File: src/rtl/puf_meas_ctrl.sv
// Ring-oscillator PUF measurement sequencer: accepts a challenge, times the RO
// counters, compares the captured counts and hands normal/debug frames to the transmitter.
module puf_meas_ctrl #(
  parameter int unsigned CNT_BIT_SIZE = 32,
  parameter int unsigned MUX_SEL_W    = 4,
  parameter int unsigned SETTLE_CYC   = 4,
  parameter int unsigned NORM_MOD     = CNT_BIT_SIZE + 2,
  parameter int unsigned DEBUG_MOD    = 4 * CNT_BIT_SIZE + 5
) (
  input  logic                              clk,
  input  logic                              rst_n,
  input  logic                              i_start,
  input  logic                              i_op_mode,
  input  logic                              i_cfg_valid,
  input  logic [CNT_BIT_SIZE+2*MUX_SEL_W-1:0] i_cfg_data,
  output logic                              o_cfg_ready,
  output logic [MUX_SEL_W-1:0]              o_mux_sel0,
  output logic [MUX_SEL_W-1:0]              o_mux_sel1,
  output logic                              o_ro_en,
  output logic                              o_cnt_clr,
  input  logic [CNT_BIT_SIZE-1:0]           i_ro_cnt0,
  input  logic [CNT_BIT_SIZE-1:0]           i_ro_cnt1,
  output logic                              o_frame_valid,
  output logic                              o_frame_dbg,
  output logic [DEBUG_MOD-1:0]              o_frame_data,
  input  logic                              i_frame_ready,
  output logic                              o_busy
);

  typedef enum logic [2:0] {
    S_IDLE,
    S_CLEAR,
    S_RUN,
    S_SETTLE,
    S_CAPTURE,
    S_SEND_DBG,
    S_SEND_NORM
  } state_t;

  localparam logic [CNT_BIT_SIZE-1:0] SETTLE_LAST = CNT_BIT_SIZE'(SETTLE_CYC);
  localparam logic [CNT_BIT_SIZE-1:0] CNT_ONE     = CNT_BIT_SIZE'(1);

  state_t                    r_state;
  logic [CNT_BIT_SIZE-1:0]   r_win;
  logic [MUX_SEL_W-1:0]      r_sel0;
  logic [MUX_SEL_W-1:0]      r_sel1;
  logic [CNT_BIT_SIZE-1:0]   r_cnt;
  logic                      r_dbg_req;
  logic [NORM_MOD-1:0]       r_norm;
  logic [DEBUG_MOD-1:0]      r_frame_data;
  logic                      r_frame_dbg;
  logic                      r_frame_valid;
  logic                      r_ro_en;
  logic                      r_cnt_clr;
  logic                      r_busy;

  logic                      w_idle;
  logic                      w_accept;
  logic [CNT_BIT_SIZE-1:0]   w_win_eff;
  logic                      w_resp;
  logic                      w_ovf;
  logic [CNT_BIT_SIZE-1:0]   w_diff;
  logic [NORM_MOD-1:0]       w_norm;
  logic [DEBUG_MOD-1:0]      w_dbg_frame;
  logic                      w_dbg_now;

  assign w_idle    = (r_state == S_IDLE);
  assign w_accept  = w_idle & i_start & i_cfg_valid;
  // A zero window still enables the ROs for one cycle.
  assign w_win_eff = (r_win == '0) ? CNT_ONE : r_win;

  assign w_resp      = (i_ro_cnt0 > i_ro_cnt1);
  assign w_diff      = w_resp ? (i_ro_cnt0 - i_ro_cnt1) : (i_ro_cnt1 - i_ro_cnt0);
  assign w_ovf       = (i_ro_cnt0 == '1) | (i_ro_cnt1 == '1);
  assign w_norm      = {w_resp, w_ovf, w_diff};
  assign w_dbg_frame = {w_norm, i_ro_cnt1, i_ro_cnt0, r_win, 3'b100};
  assign w_dbg_now   = r_dbg_req | i_op_mode;

  always_ff @(posedge clk or negedge rst_n) begin
    if (!rst_n) begin
      r_state       <= S_IDLE;
      r_win         <= '0;
      r_sel0        <= '0;
      r_sel1        <= '0;
      r_cnt         <= '0;
      r_dbg_req     <= 1'b0;
      r_norm        <= '0;
      r_frame_data  <= '0;
      r_frame_dbg   <= 1'b0;
      r_frame_valid <= 1'b0;
      r_ro_en       <= 1'b0;
      r_cnt_clr     <= 1'b0;
      r_busy        <= 1'b0;
    end else begin
      r_cnt_clr <= 1'b0;
      case (r_state)
        S_IDLE: begin
          if (w_accept) begin
            r_win     <= i_cfg_data[CNT_BIT_SIZE+2*MUX_SEL_W-1 -: CNT_BIT_SIZE];
            r_sel1    <= i_cfg_data[2*MUX_SEL_W-1 -: MUX_SEL_W];
            r_sel0    <= i_cfg_data[MUX_SEL_W-1:0];
            r_cnt_clr <= 1'b1;
            r_busy    <= 1'b1;
            r_state   <= S_CLEAR;
          end
        end
        S_CLEAR: begin
          if (i_op_mode) r_dbg_req <= 1'b1;
          r_ro_en <= 1'b1;
          r_cnt   <= CNT_ONE;
          r_state <= S_RUN;
        end
        S_RUN: begin
          if (i_op_mode) r_dbg_req <= 1'b1;
          // Counter starts at 1 so an all-ones window terminates without wrapping.
          if (r_cnt == w_win_eff) begin
            r_ro_en <= 1'b0;
            r_cnt   <= CNT_ONE;
            r_state <= S_SETTLE;
          end else begin
            r_cnt <= r_cnt + CNT_ONE;
          end
        end
        S_SETTLE: begin
          if (i_op_mode) r_dbg_req <= 1'b1;
          if (r_cnt == SETTLE_LAST) begin
            r_state <= S_CAPTURE;
          end else begin
            r_cnt <= r_cnt + CNT_ONE;
          end
        end
        S_CAPTURE: begin
          r_dbg_req     <= w_dbg_now;
          r_norm        <= w_norm;
          r_frame_valid <= 1'b1;
          if (w_dbg_now) begin
            r_frame_data <= w_dbg_frame;
            r_frame_dbg  <= 1'b1;
            r_state      <= S_SEND_DBG;
          end else begin
            r_frame_data <= {{(DEBUG_MOD-NORM_MOD){1'b0}}, w_norm};
            r_frame_dbg  <= 1'b0;
            r_state      <= S_SEND_NORM;
          end
        end
        S_SEND_DBG: begin
          if (i_frame_ready) begin
            r_frame_data <= {{(DEBUG_MOD-NORM_MOD){1'b0}}, r_norm};
            r_frame_dbg  <= 1'b0;
            r_state      <= S_SEND_NORM;
          end
        end
        S_SEND_NORM: begin
          if (i_frame_ready) begin
            r_frame_valid <= 1'b0;
            r_frame_data  <= '0;
            r_dbg_req     <= 1'b0;
            r_busy        <= 1'b0;
            r_state       <= S_IDLE;
          end
        end
        default: r_state <= S_IDLE;
      endcase
    end
  end

  assign o_cfg_ready   = w_idle & i_start;
  assign o_mux_sel0    = r_sel0;
  assign o_mux_sel1    = r_sel1;
  assign o_ro_en       = r_ro_en;
  assign o_cnt_clr     = r_cnt_clr;
  assign o_frame_valid = r_frame_valid;
  assign o_frame_dbg   = r_frame_dbg;
  assign o_frame_data  = r_frame_data;
  assign o_busy        = r_busy;

endmodule
File: config.mk
export PLATFORM = sky130hd
export DESIGN_NAME = puf_meas_ctrl
export DESIGN_NICKNAME = d
export VERILOG_FILES = /design/src/rtl/puf_meas_ctrl.sv
export SDC_FILE = /design/constraint.sdc
export NUM_CORES = 1
export LEC_CHECK = 0
export CORE_AREA = 2 2 167 185
export DETAILED_ROUTE_END_ITERATION = 16
export DIE_AREA = 0 0 169 187
export GPL_TIMING_DRIVEN = 0
export PLACE_DENSITY_LB_ADDON = 0.05
export SYNTH_ARGS = -nofsm -noshare
export SYNTH_HDL_FRONTEND = slang
export SYNTH_SLANG_ARGS = --single-unit
export TNS_END_PERCENT = 1
File: constraint.sdc
create_clock -name clk -period 3 [get_ports clk]
set_clock_uncertainty 0.2 [all_clocks]
set_input_delay 0.3 -clock clk [delete_from_list [all_inputs] [get_ports clk]]
set_output_delay 0.3 -clock clk [all_outputs]
set_load 0.005 [all_outputs]
==> out/results.tsv, run 1 <==
metric	value	unit
CP peak stage delay	410	ps
CP delay by family, top	compound AO/OA/AOI/OAI gates	
Buf+Inv Stages, Crit Path	4	
Critical Path RT	3240	ps
Final Hold Vio Count	5	
layout cell share with drive strength beyond 1	14.61	%
die height	187	um
switching fraction of total power	34.55	%
total CTS buffers	28	
fin. max-slew vios	0	
Cell Pwr Density	759.1	nW/um2
Leak	9.218	nW
Skew-Pair Late Insertion Delay	560	ps
Die Area	31600	um2
internal power	9.932	mW
routed len/inst	21.62	um
outcome	finished with violations	
htree depth	1	
met3 wire length	3.058	mm
Critical Path Most Common Cell	buf_6	
slowest CP cell	or3_4	
cell count after synthesis	1651	
Slew HR	21.66	%
CP Data Arrival Time	3270	ps
Final Core Density	66.61	%
Synth warnings	0	
multi-input logic area	8184	um2
Die Wd	169	um
Flop pwr share	39.7	%
failing checks	hold timing, setup timing	
setup ws final	-31.82	ps
NetSw	5.243	mW
Final HPWL DP	39.22	mm
antenna violations before repair	0	
antenna cells	0	
critical-path cell list	dlygate4sd2_1 > ha_1 > buf_6 > nand4_2 > or3_4 > a211oi_4 > a22o_1 > buf_6 > buf_12 > mux2i_1 > xor2_1 > a21oi_1 > o31a_1	
CTS tree	yes	
CORE AREA	30010	um2
# IOs	257	
asr flop ratio synth	100.0	%
fin crit period	3032	ps
number of buffers inserted by port buffering	256	
routed via count	14113	
distinct cell type count of the synthesized netlist	80	
post-synth net total	1828	
clock tree buffer depth	3	
Synth Flop Type	dfrtp_1	
ANT nets after route	0	
first-pass GRT wire length	79.36	mm
register area share after synthesis	43.06	%
DRT iter0 DRCs	1206	
Sink Count	248	
largest net degree at the start of global routing	119	
final setup TNS	-40.84	ps
Final Setup Violations	2	
clock share of power	22.7	%
crit start category	input port	
clock root buffer	clkbuf_16	
Final #Nets	2200	
synthesized flop and latch total	248	
worst slew pin tran	1166	ps
crit path max fanout	7	
combinational power share	37.6	%
RSZ-0062 raised after global routing	yes	
post-route cell area	19990	um2
met2 WL post-DR	25.46	mm
GRT Total Usage	32.16	%
initial core utilization	48.02	%
Cell Rows	67	
DRC violations left	0	
Layout fillers	2526	
period utilization	101.1	%
met1 WL	21.07	mm
vias per std cell	5.834	
Worst setup EP type	flip-flop	
Peak VDD IR	0.0005186	V
vias in the first global route	13894	
critical path start-end classification	in2reg	
Pre-Repair DR Iteration Count	6	
Top Metal Used	met4	
EDFF count, synth	0	
clk slew on worst S/H paths	60	ps
Area after DPL	17580	um2
Max Cap Violations	0	
fmax	329.8	MHz
Routed WL	52.31	mm
hold_ws	-38.59	ps
Area growth syn-to-layout	38.69	%
Sequential Area	6207	um2
Hold Crit Class	in2reg	
synthesized area	14410	um2
total gr overflow	0	
RD Place Congestion	0.9417	
Mapped Avg Cell Area	8.730	um2
-- worst register-to-register path, cell delays in order (launching register included) --
cell and delay [ps]:
dfrtp_1 360, clkbuf_2 270, inv_1 160, nor2_1 280, nor2_1 90, o21ai_1 320, clkbuf_2 320, clkbuf_1 430
a221oi_1 110, o21ai_1 190, o21a_1 160
-- cells in the mapped netlist (21+ instances only) --
cell type,instances,share of area [%]
a21oi_1,67,2.3
a221oi_1,34,2.1
clkbuf_1,69,1.8
dfrtp_1,248,43
ha_1,65,5.6
inv_1,83,2.2
mux2i_1,23,1.6
nand2_1,313,8.2
nand3_1,21,0.73
nand4_1,45,2.0
nor2_1,100,2.6
nor3_1,22,0.76
nor4_1,22,0.95
o21a_1,26,1.4
o21ai_0,169,5.9
xnor2_1,60,3.6
xor2_1,30,1.8
-- cell families after synthesis --
family / after synthesis / synth area share [%]
flip-flops: 248 / 43.06
multiplexers: 28 / 2.005
AO/OA/AOI/OAI: 433 / 19.32
buffers and inverters: 181 / 5.079
AND/OR/NAND/NOR: 604 / 19.15
XOR/XNOR: 90 / 5.469
adder cells (fa/ha/maj): 67 / 5.921
-- layout by cell type (no fill, tap or decap), types with 13 or more instances in the layout --
cell type,netlist,routed
ha_1,65,46
clkbuf_1,69,41
nand4_1,45,45
buf_6,2,20
o21a_1,26,26
xor2_1,30,25
a21oi_1,67,57
buf_4,6,54
dlygate4sd3_1,0,38
nand2_1,313,311
inv_1,83,73
dfrtp_1,248,247
dlymetal6s2s_1,0,20
ha_4,0,17
and3_1,17,17
a21o_1,20,20
o21ai_0,169,160
xnor2_1,60,50
dlygate4sd2_1,0,13
clkbuf_16,0,29
clkbuf_2,0,39
a221oi_1,34,31
nor4_1,22,21
nand3_1,21,20
nor2_1,100,91
o21ai_1,9,17
mux2i_1,23,13
clkdlybuf4s50_1,0,194
nor3_1,22,19
-- per-stage QoR --
stage / total power, mW / worst slack (ps) / std cells
floorplan: 7.977 / 3.929 / 1651
global placement: 11.16 / -9302 / 2286
detailed placement: 11.26 / -1483 / 2288
CTS: 14.97 / -161.6 / 2347
global route: 16.00 / -110.6 / 2419
finish: 15.17 / -31.82 / 2419
-- path summary, 6_finish.rpt --
| check | from | endpoint | slack, ps | cells past startpoint |
|---|---|---|---|---|
| worst min-delay path | i_ro_cnt0[22] | o_frame_data[57] | -40 | 3 |
| worst max-delay path | i_ro_cnt1[27] | o_frame_data[2] | -30 | 13 |
| worst min register to register | o_mux_sel1[2] | o_mux_sel1[2] | 270 | 2 |
| min in group asynchronous | rst_n | o_mux_sel0[2] | 50 | 2 |
| worst max register to register | r_state[0] | o_frame_data[23] | 40 | 10 |
| max in group asynchronous | rst_n | o_frame_data[62] | 1200 | 4 |
-- flip-flops by register name, summed over array words and instances, names as in the netlist, 3 cells and up --
signal	flops
r_win	32
r_state	3
o_mux_sel0	4
r_cnt	32
r_norm	34
o_mux_sel1	4
o_frame_data	133
-- power groups by stage --
stage / Sequential (mW) / Combinational, mW / Clock [mW]
detailed placement: 5.99 / 5.27 / 0
floorplan: 5.64 / 2.33 / 0
global route: 6.16 / 6.22 / 3.62
finish: 6.03 / 5.70 / 3.44
global placement: 6.01 / 5.15 / 0
CTS: 5.99 / 5.51 / 3.47
-- layer usage --
metal	vias up	track usage [%]
li1	6494	-
met1	6923	40.75
met2	562	55.03
met3	134	3.893
met4	0	14.69
met5	-	0
-- what timing repair did --
item,4_1_cts,5_1_grt
hold buffers,1,37
hold endpoints to repair,130,37
endpoints found under the setup margin,197,189
pin swaps,24,35
resized for setup,177,147
gates cloned,1,0
setup buffers,17,37
-- final cells by class --
cell class / count / area share (%)
Buffer: 87 / 2.598
Clock buffer: 43 / 4.294
Clock inverter: 4 / 0.2441
Inverter: 85 / 1.609
Multi-Input combinational cell: 1222 / 40.94
Sequential cell: 248 / 31.05
Tap cell: 379 / 2.372
Timing Repair Buffer: 351 / 16.89
No activity file was read; power rests on OpenSTA's default activity.
==> run 2, diff against run 1 <==
--- a/config.mk
+++ b/config.mk
@@ -10,6 +10,7 @@
 export DIE_AREA = 0 0 169 187
 export GPL_TIMING_DRIVEN = 0
 export PLACE_DENSITY_LB_ADDON = 0.05
+export REMOVE_ABC_BUFFERS = 1
 export SYNTH_ARGS = -nofsm -noshare
 export SYNTH_HDL_FRONTEND = slang
 export SYNTH_SLANG_ARGS = --single-unit
==> out/results.tsv, run 2 (synthesis results as in run 1) <==
metric	value	unit
outcome	finished with violations	
RD Place Congestion	0.9093	
DRT iter0 DRCs	1187	
Sink Count	248	
failing checks	hold timing, setup timing	
final setup TNS	-95.70	ps
Final HPWL DP	34.24	mm
Finished Layout Cells	2413	
DRC violations left	0	
antenna violations before repair	0	
Final Hold Vio Count	7	
clock root buffer	clkbuf_16	
htree depth	1	
Die Wd	169	um
Skew-Pair Late Insertion Delay	560	ps
ANT nets after route	0	
Sequential Area	6213	um2
initial core utilization	48.02	%
worst slew pin tran	1285	ps
hold_ws	-47.92	ps
fin crit period	3033	ps
antenna cells	0	
vias per std cell	5.861	
CP Data Arrival Time	3260	ps
crit path max fanout	5	
period utilization	101.1	%
Hold Crit Class	in2reg	
placed insts	2202	
first-pass GRT wire length	75.21	mm
Pre-Repair DR Iteration Count	5	
Max Cap Violations	0	
CTS tree	yes	
routed len/inst	21.34	um
# IOs	257	
fmax	329.8	MHz
max reg flops	133	
Slew HR	13.69	%
Die Area	31600	um2
Final Setup Violations	5	
Worst setup EP type	flip-flop	
Critical Path RT	3230	ps
Final #Nets	2189	
die height	187	um
setup ws final	-32.56	ps
number of buffers inserted by port buffering	256	
Leak	9.644	nW
layout cell share with drive strength beyond 1	17.60	%
Routed WL	51.49	mm
RSZ-0062 raised after global routing	yes	
vias in the first global route	13283	
GRT Total Usage	30.14	%
most frequent cells in the layout	nand2_1, dfrtp_1, clkdlybuf4s50_1	
Cell Rows	67	
Layout fillers	2334	
Peak VDD IR	0.0005917	V
CORE AREA	30010	um2
critical path start-end classification	in2reg	
total gr overflow	0	
total CTS buffers	28	
crit start category	input port	
multi-input logic area	8553	um2
clk slew on worst S/H paths	70	ps
largest net degree at the start of global routing	119	
fin. max-slew vios	0	
Cell Pwr Density	751.7	nW/um2
clock tree buffer depth	3	
Area growth syn-to-layout	44.43	%
most common cell after layout, fill and taps aside	nand2_1	
routed via count	14143	
## run 2: changes by cell type in the layout (fill, tap and decap cells not counted), moves of 7 or more
cell	change
buf_1	-7
buf_4	+53
buf_6	-13
clkbuf_1	-40
clkbuf_2	-33
dlygate4sd2_1	-8
dlymetal6s2s_1	+27
ha_1	-14
ha_4	+13
## run 2: area by class of cell
cell class / count / area share (%)
Inverter: 85 / 1.611
Sequential cell: 248 / 29.85
Tap cell: 379 / 2.278
Timing Repair Buffer: 424 / 20.22
Clock buffer: 36 / 3.901
Clock inverter: 16 / 1.052
Multi-Input combinational cell: 1225 / 41.09
## run 2: worst paths after layout
path / startpoint / endpoint / slack [ps] / cells past startpoint
worst max-delay path: i_ro_cnt0[31] / o_frame_data[130] / -30 / 12
worst min-delay path: i_ro_cnt0[17] / o_frame_data[52] / -50 / 3
worst max register to register: r_cnt[0] / r_cnt[26] / 30 / 11
worst min register to register: o_frame_data[36] / o_frame_data[36] / 280 / 2
max in group asynchronous: rst_n / o_frame_data[56] / 1240 / 4
min in group asynchronous: rst_n / o_mux_sel0[2] / 10 / 2
## run 2: layer usage
metal  up-vias  part of all wire, %  global-route usage, %
met3       142                  5.5                  3.280
met5         -                    0                      0
met4         0                  4.6                  11.37
li1       6465                    -                      -
met2       596                   47                  49.29
met1      6940                   43                  41.42
## run 2: power breakdown
group	internal, mW	switching [mW]
combinational	3.31	2.54
sequential	4.74	1.23
clock	2.34	1.49
## run 2: critical path: stages
cell,delay (ps)
dlygate4sd2_1,410
ha_4,400
nand2_1,70
or3_4,400
a211oi_4,330
buf_4,170
buf_4,110
a22o_2,290
buf_4,170
mux2i_2,330
xnor2_1,180
o21ai_0,100
## run 2: per-stage QoR
step                      hold slack, ps  util [%]  area, um2  power, mW  setup WS (ps)
after floorplan                   -195.6         -      14000      7.918          -6256
after global placement             255.2     56.77      17040      11.02         -12300
after detailed placement           10.56     57.68      17310      11.09          -2527
after CTS                          11.34     64.30      19300      15.27         -85.76
after global routing               2.175     69.36      20820      16.51         -110.9
final                             -47.92     69.36      20820      15.65         -32.56
## run 2: repair_timing
item | CTS | global route
resized for setup | 128 | 155
setup buffers | 39 | 77
cloned | 1 | 3
hold buffers | 1 | 38
setup endpoints to repair | 229 | 176
endpoints found under the hold margin | 130 | 38
pin swaps | 33 | 64
==> run 3, diff against run 2 <==
--- a/config.mk
+++ b/config.mk
@@ -5,9 +5,10 @@
 export SDC_FILE = /design/constraint.sdc
 export NUM_CORES = 1
 export LEC_CHECK = 0
-export CORE_AREA = 2 2 167 185
+export CORE_AREA = 2 2 165 184
+export CTS_BUF_LIST = sky130_fd_sc_hd__clkbuf_4
 export DETAILED_ROUTE_END_ITERATION = 16
-export DIE_AREA = 0 0 169 187
+export DIE_AREA = 0 0 167 186
 export GPL_TIMING_DRIVEN = 0
 export PLACE_DENSITY_LB_ADDON = 0.05
 export REMOVE_ABC_BUFFERS = 1
==> out/results.tsv, run 3 (synthesis results as in run 1) <==
metric	value	unit
Layout fillers	2301	
vias in the first global route	13536	
max reg flops	133	
routed via count	14351	
Final Core Density	70.44	%
Worst setup EP type	flip-flop	
CP delay by family, top	buffers and inverters	
period utilization	99.53	%
crit path max fanout	8	
Area after DPL	17300	um2
Final Setup Violations	0	
clk slew on worst S/H paths	60	ps
largest net degree at the start of global routing	120	
Hold Crit Class	in2reg	
slowest CP cell	clkdlybuf4s50_1	
RD Place Congestion	0.9282	
ANT nets after route	0	
Buf+Inv Stages, Crit Path	5	
RSZ-0062 raised after global routing	yes	
number of buffers inserted by port buffering	256	
routed len/inst	20.87	um
# IOs	257	
Pre-Repair DR Iteration Count	5	
DRC violations left	0	
combinational power share	39.1	%
outcome	finished, final reports clean	
vias per std cell	5.824	
NetSw	5.227	mW
final setup TNS	0	ps
die height	186	um
Final HPWL DP	34.10	mm
CP peak stage delay	520	ps
Flop pwr share	40.3	%
Max Cap Violations	0	
crit start category	input port	
placed insts	2196	
Skew-Pair Late Insertion Delay	720	ps
fin crit period	2986	ps
Cell Rows	66	
clock tree buffer depth	3	
Slew HR	9.139	%
Sink Count	248	
Die Wd	167	um
Critical Path Most Common Cell	buf_12	
clock root buffer	clkbuf_4	
Peak VDD IR	0.0005595	V
clock share of power	20.6	%
hold depth	5	
Cell Pwr Density	721.4	nW/um2
antenna violations before repair	2	
Area growth syn-to-layout	42.47	%
critical-path cell list	clkdlybuf4s50_1 > ha_4 > nand4_1 > nor3_4 > buf_6 > o31ai_4 > nand3_4 > a22oi_4 > buf_12 > buf_12 > buf_4 > a221oi_4 > xnor2_2 > mux2_2	
htree depth	3	
CP Data Arrival Time	3370	ps
worst slew pin tran	1353	ps
CTS tree	yes	
layout cell share with drive strength beyond 1	16.33	%
Final #Nets	2225	
critical path start-end classification	in2reg	
Critical Path RT	3390	ps
total gr overflow	0	
fin. max-slew vios	0	
GRT Total Usage	31.36	%
CORE AREA	29150	um2
CP Depth	14	
DRT iter0 DRCs	1304	
internal power	9.587	mW
fmax	334.9	MHz
first-pass GRT wire length	75.95	mm
worst-case reg-to-reg path depth	11	
Leak	9.444	nW
Die Area	31060	um2
most frequent cells in the layout	nand2_1, dfrtp_1, clkdlybuf4s50_1	
Final Hold Vio Count	0	
Finished Layout Cells	2464	
Routed WL	51.43	mm
most common cell after layout, fill and taps aside	nand2_1	
initial core utilization	49.44	%
switching fraction of total power	35.28	%
total CTS buffers	69	
post-route cell area	20530	um2
-- run 3: changes by cell type in the layout (fill, tap and decap cells not counted), sizes merged --
cell           before  now
buf               127   83
bufinv              5    1
clkbuf             43  100
clkdlybuf4s15       2    1
clkdlybuf4s50     197  217
clkinv             11    9
clkinvlp            2    0
diode               0    2
dlygate4sd2         5    3
dlygate4sd3        39   79
dlymetal6s2s       47   34
inv                83   87
o21a               26   27
-- run 3: worst reg2reg max path: cells and delay by family (launching register included) --
family	cells	cell delay, ps
compound gates	1	160
simple gates	7	1590
fa+ha+maj	1	220
buf+inv	1	90
xor+xnor	1	160
flops	1	430
-- run 3: layer usage --
| layer | track usage, % | vias to the layer above | share of wire (%) |
|---|---|---|---|
| li1 | - | 6601 | - |
| met4 | 13.28 | 0 | 3.7 |
| met5 | 0 | - | 0 |
| met2 | 51.29 | 641 | 48 |
| met1 | 41.35 | 6988 | 42 |
| met3 | 5.443 | 121 | 6.7 |
-- run 3: area by class of cell --
| class | count | area (um2) | area share (%) |
|---|---|---|---|
| multi-input cells | 1226 | 8468 | 41.24 |
| flip-flops and latches | 248 | 6213 | 30.26 |
| repair buffers | 418 | 4229 | 20.60 |
| clock buffers | 99 | 743.2 | 3.620 |
| well taps | 374 | 467.9 | 2.279 |
| inverters | 85 | 332.8 | 1.621 |
| clock inverters | 12 | 73.82 | 0.3595 |
| diodes | 2 | 5.005 | 0.02437 |
-- run 3: final timing paths --
check,endpoint,start,slack [ps]
worst max-delay path,r_norm[3],i_ro_cnt1[18],10
worst min-delay path,o_frame_data[31],i_ro_cnt1[31],30
worst max register to register,r_cnt[30],r_cnt[0],30
worst min register to register,o_mux_sel1[2],o_mux_sel1[2],280
max in group asynchronous,r_state[2],rst_n,1650
min in group asynchronous,o_frame_dbg,rst_n,40
-- run 3: timing repair --
item | 4_1_cts | 5_1_grt
hold buffers | 44 | 35
endpoints found under the hold margin | 290 | 36
pin swaps | 17 | 60
setup endpoints to repair | 217 | 113
resized for setup | 102 | 120
cloned | 4 | 0
buffers inserted | 20 | 52
-- run 3: power groups by stage --
stage,clock [mW],combinational [mW],sequential [mW]
2_1_floorplan,0,2.23,5.69
3_3_place_gp,0,5.06,5.98
3_5_place_dp,0,5.14,5.96
4_1_cts,3.12,5.43,5.95
5_1_grt,3.32,6.30,6.13
6_report,3.06,5.79,5.97
-- run 3: metrics by stage --
| stage | power [mW] | setup WS [ps] | hold WS, ps |
|---|---|---|---|
| after floorplan | 7.918 | -6256 | -195.6 |
| after global placement | 11.04 | -12220 | 254.0 |
| after detailed placement | 11.10 | -2378 | -75.81 |
| after CTS | 14.50 | -53.08 | 0.3433 |
| after global routing | 15.74 | -46.01 | 13.36 |
| final | 14.81 | 14.19 | 25.38 |
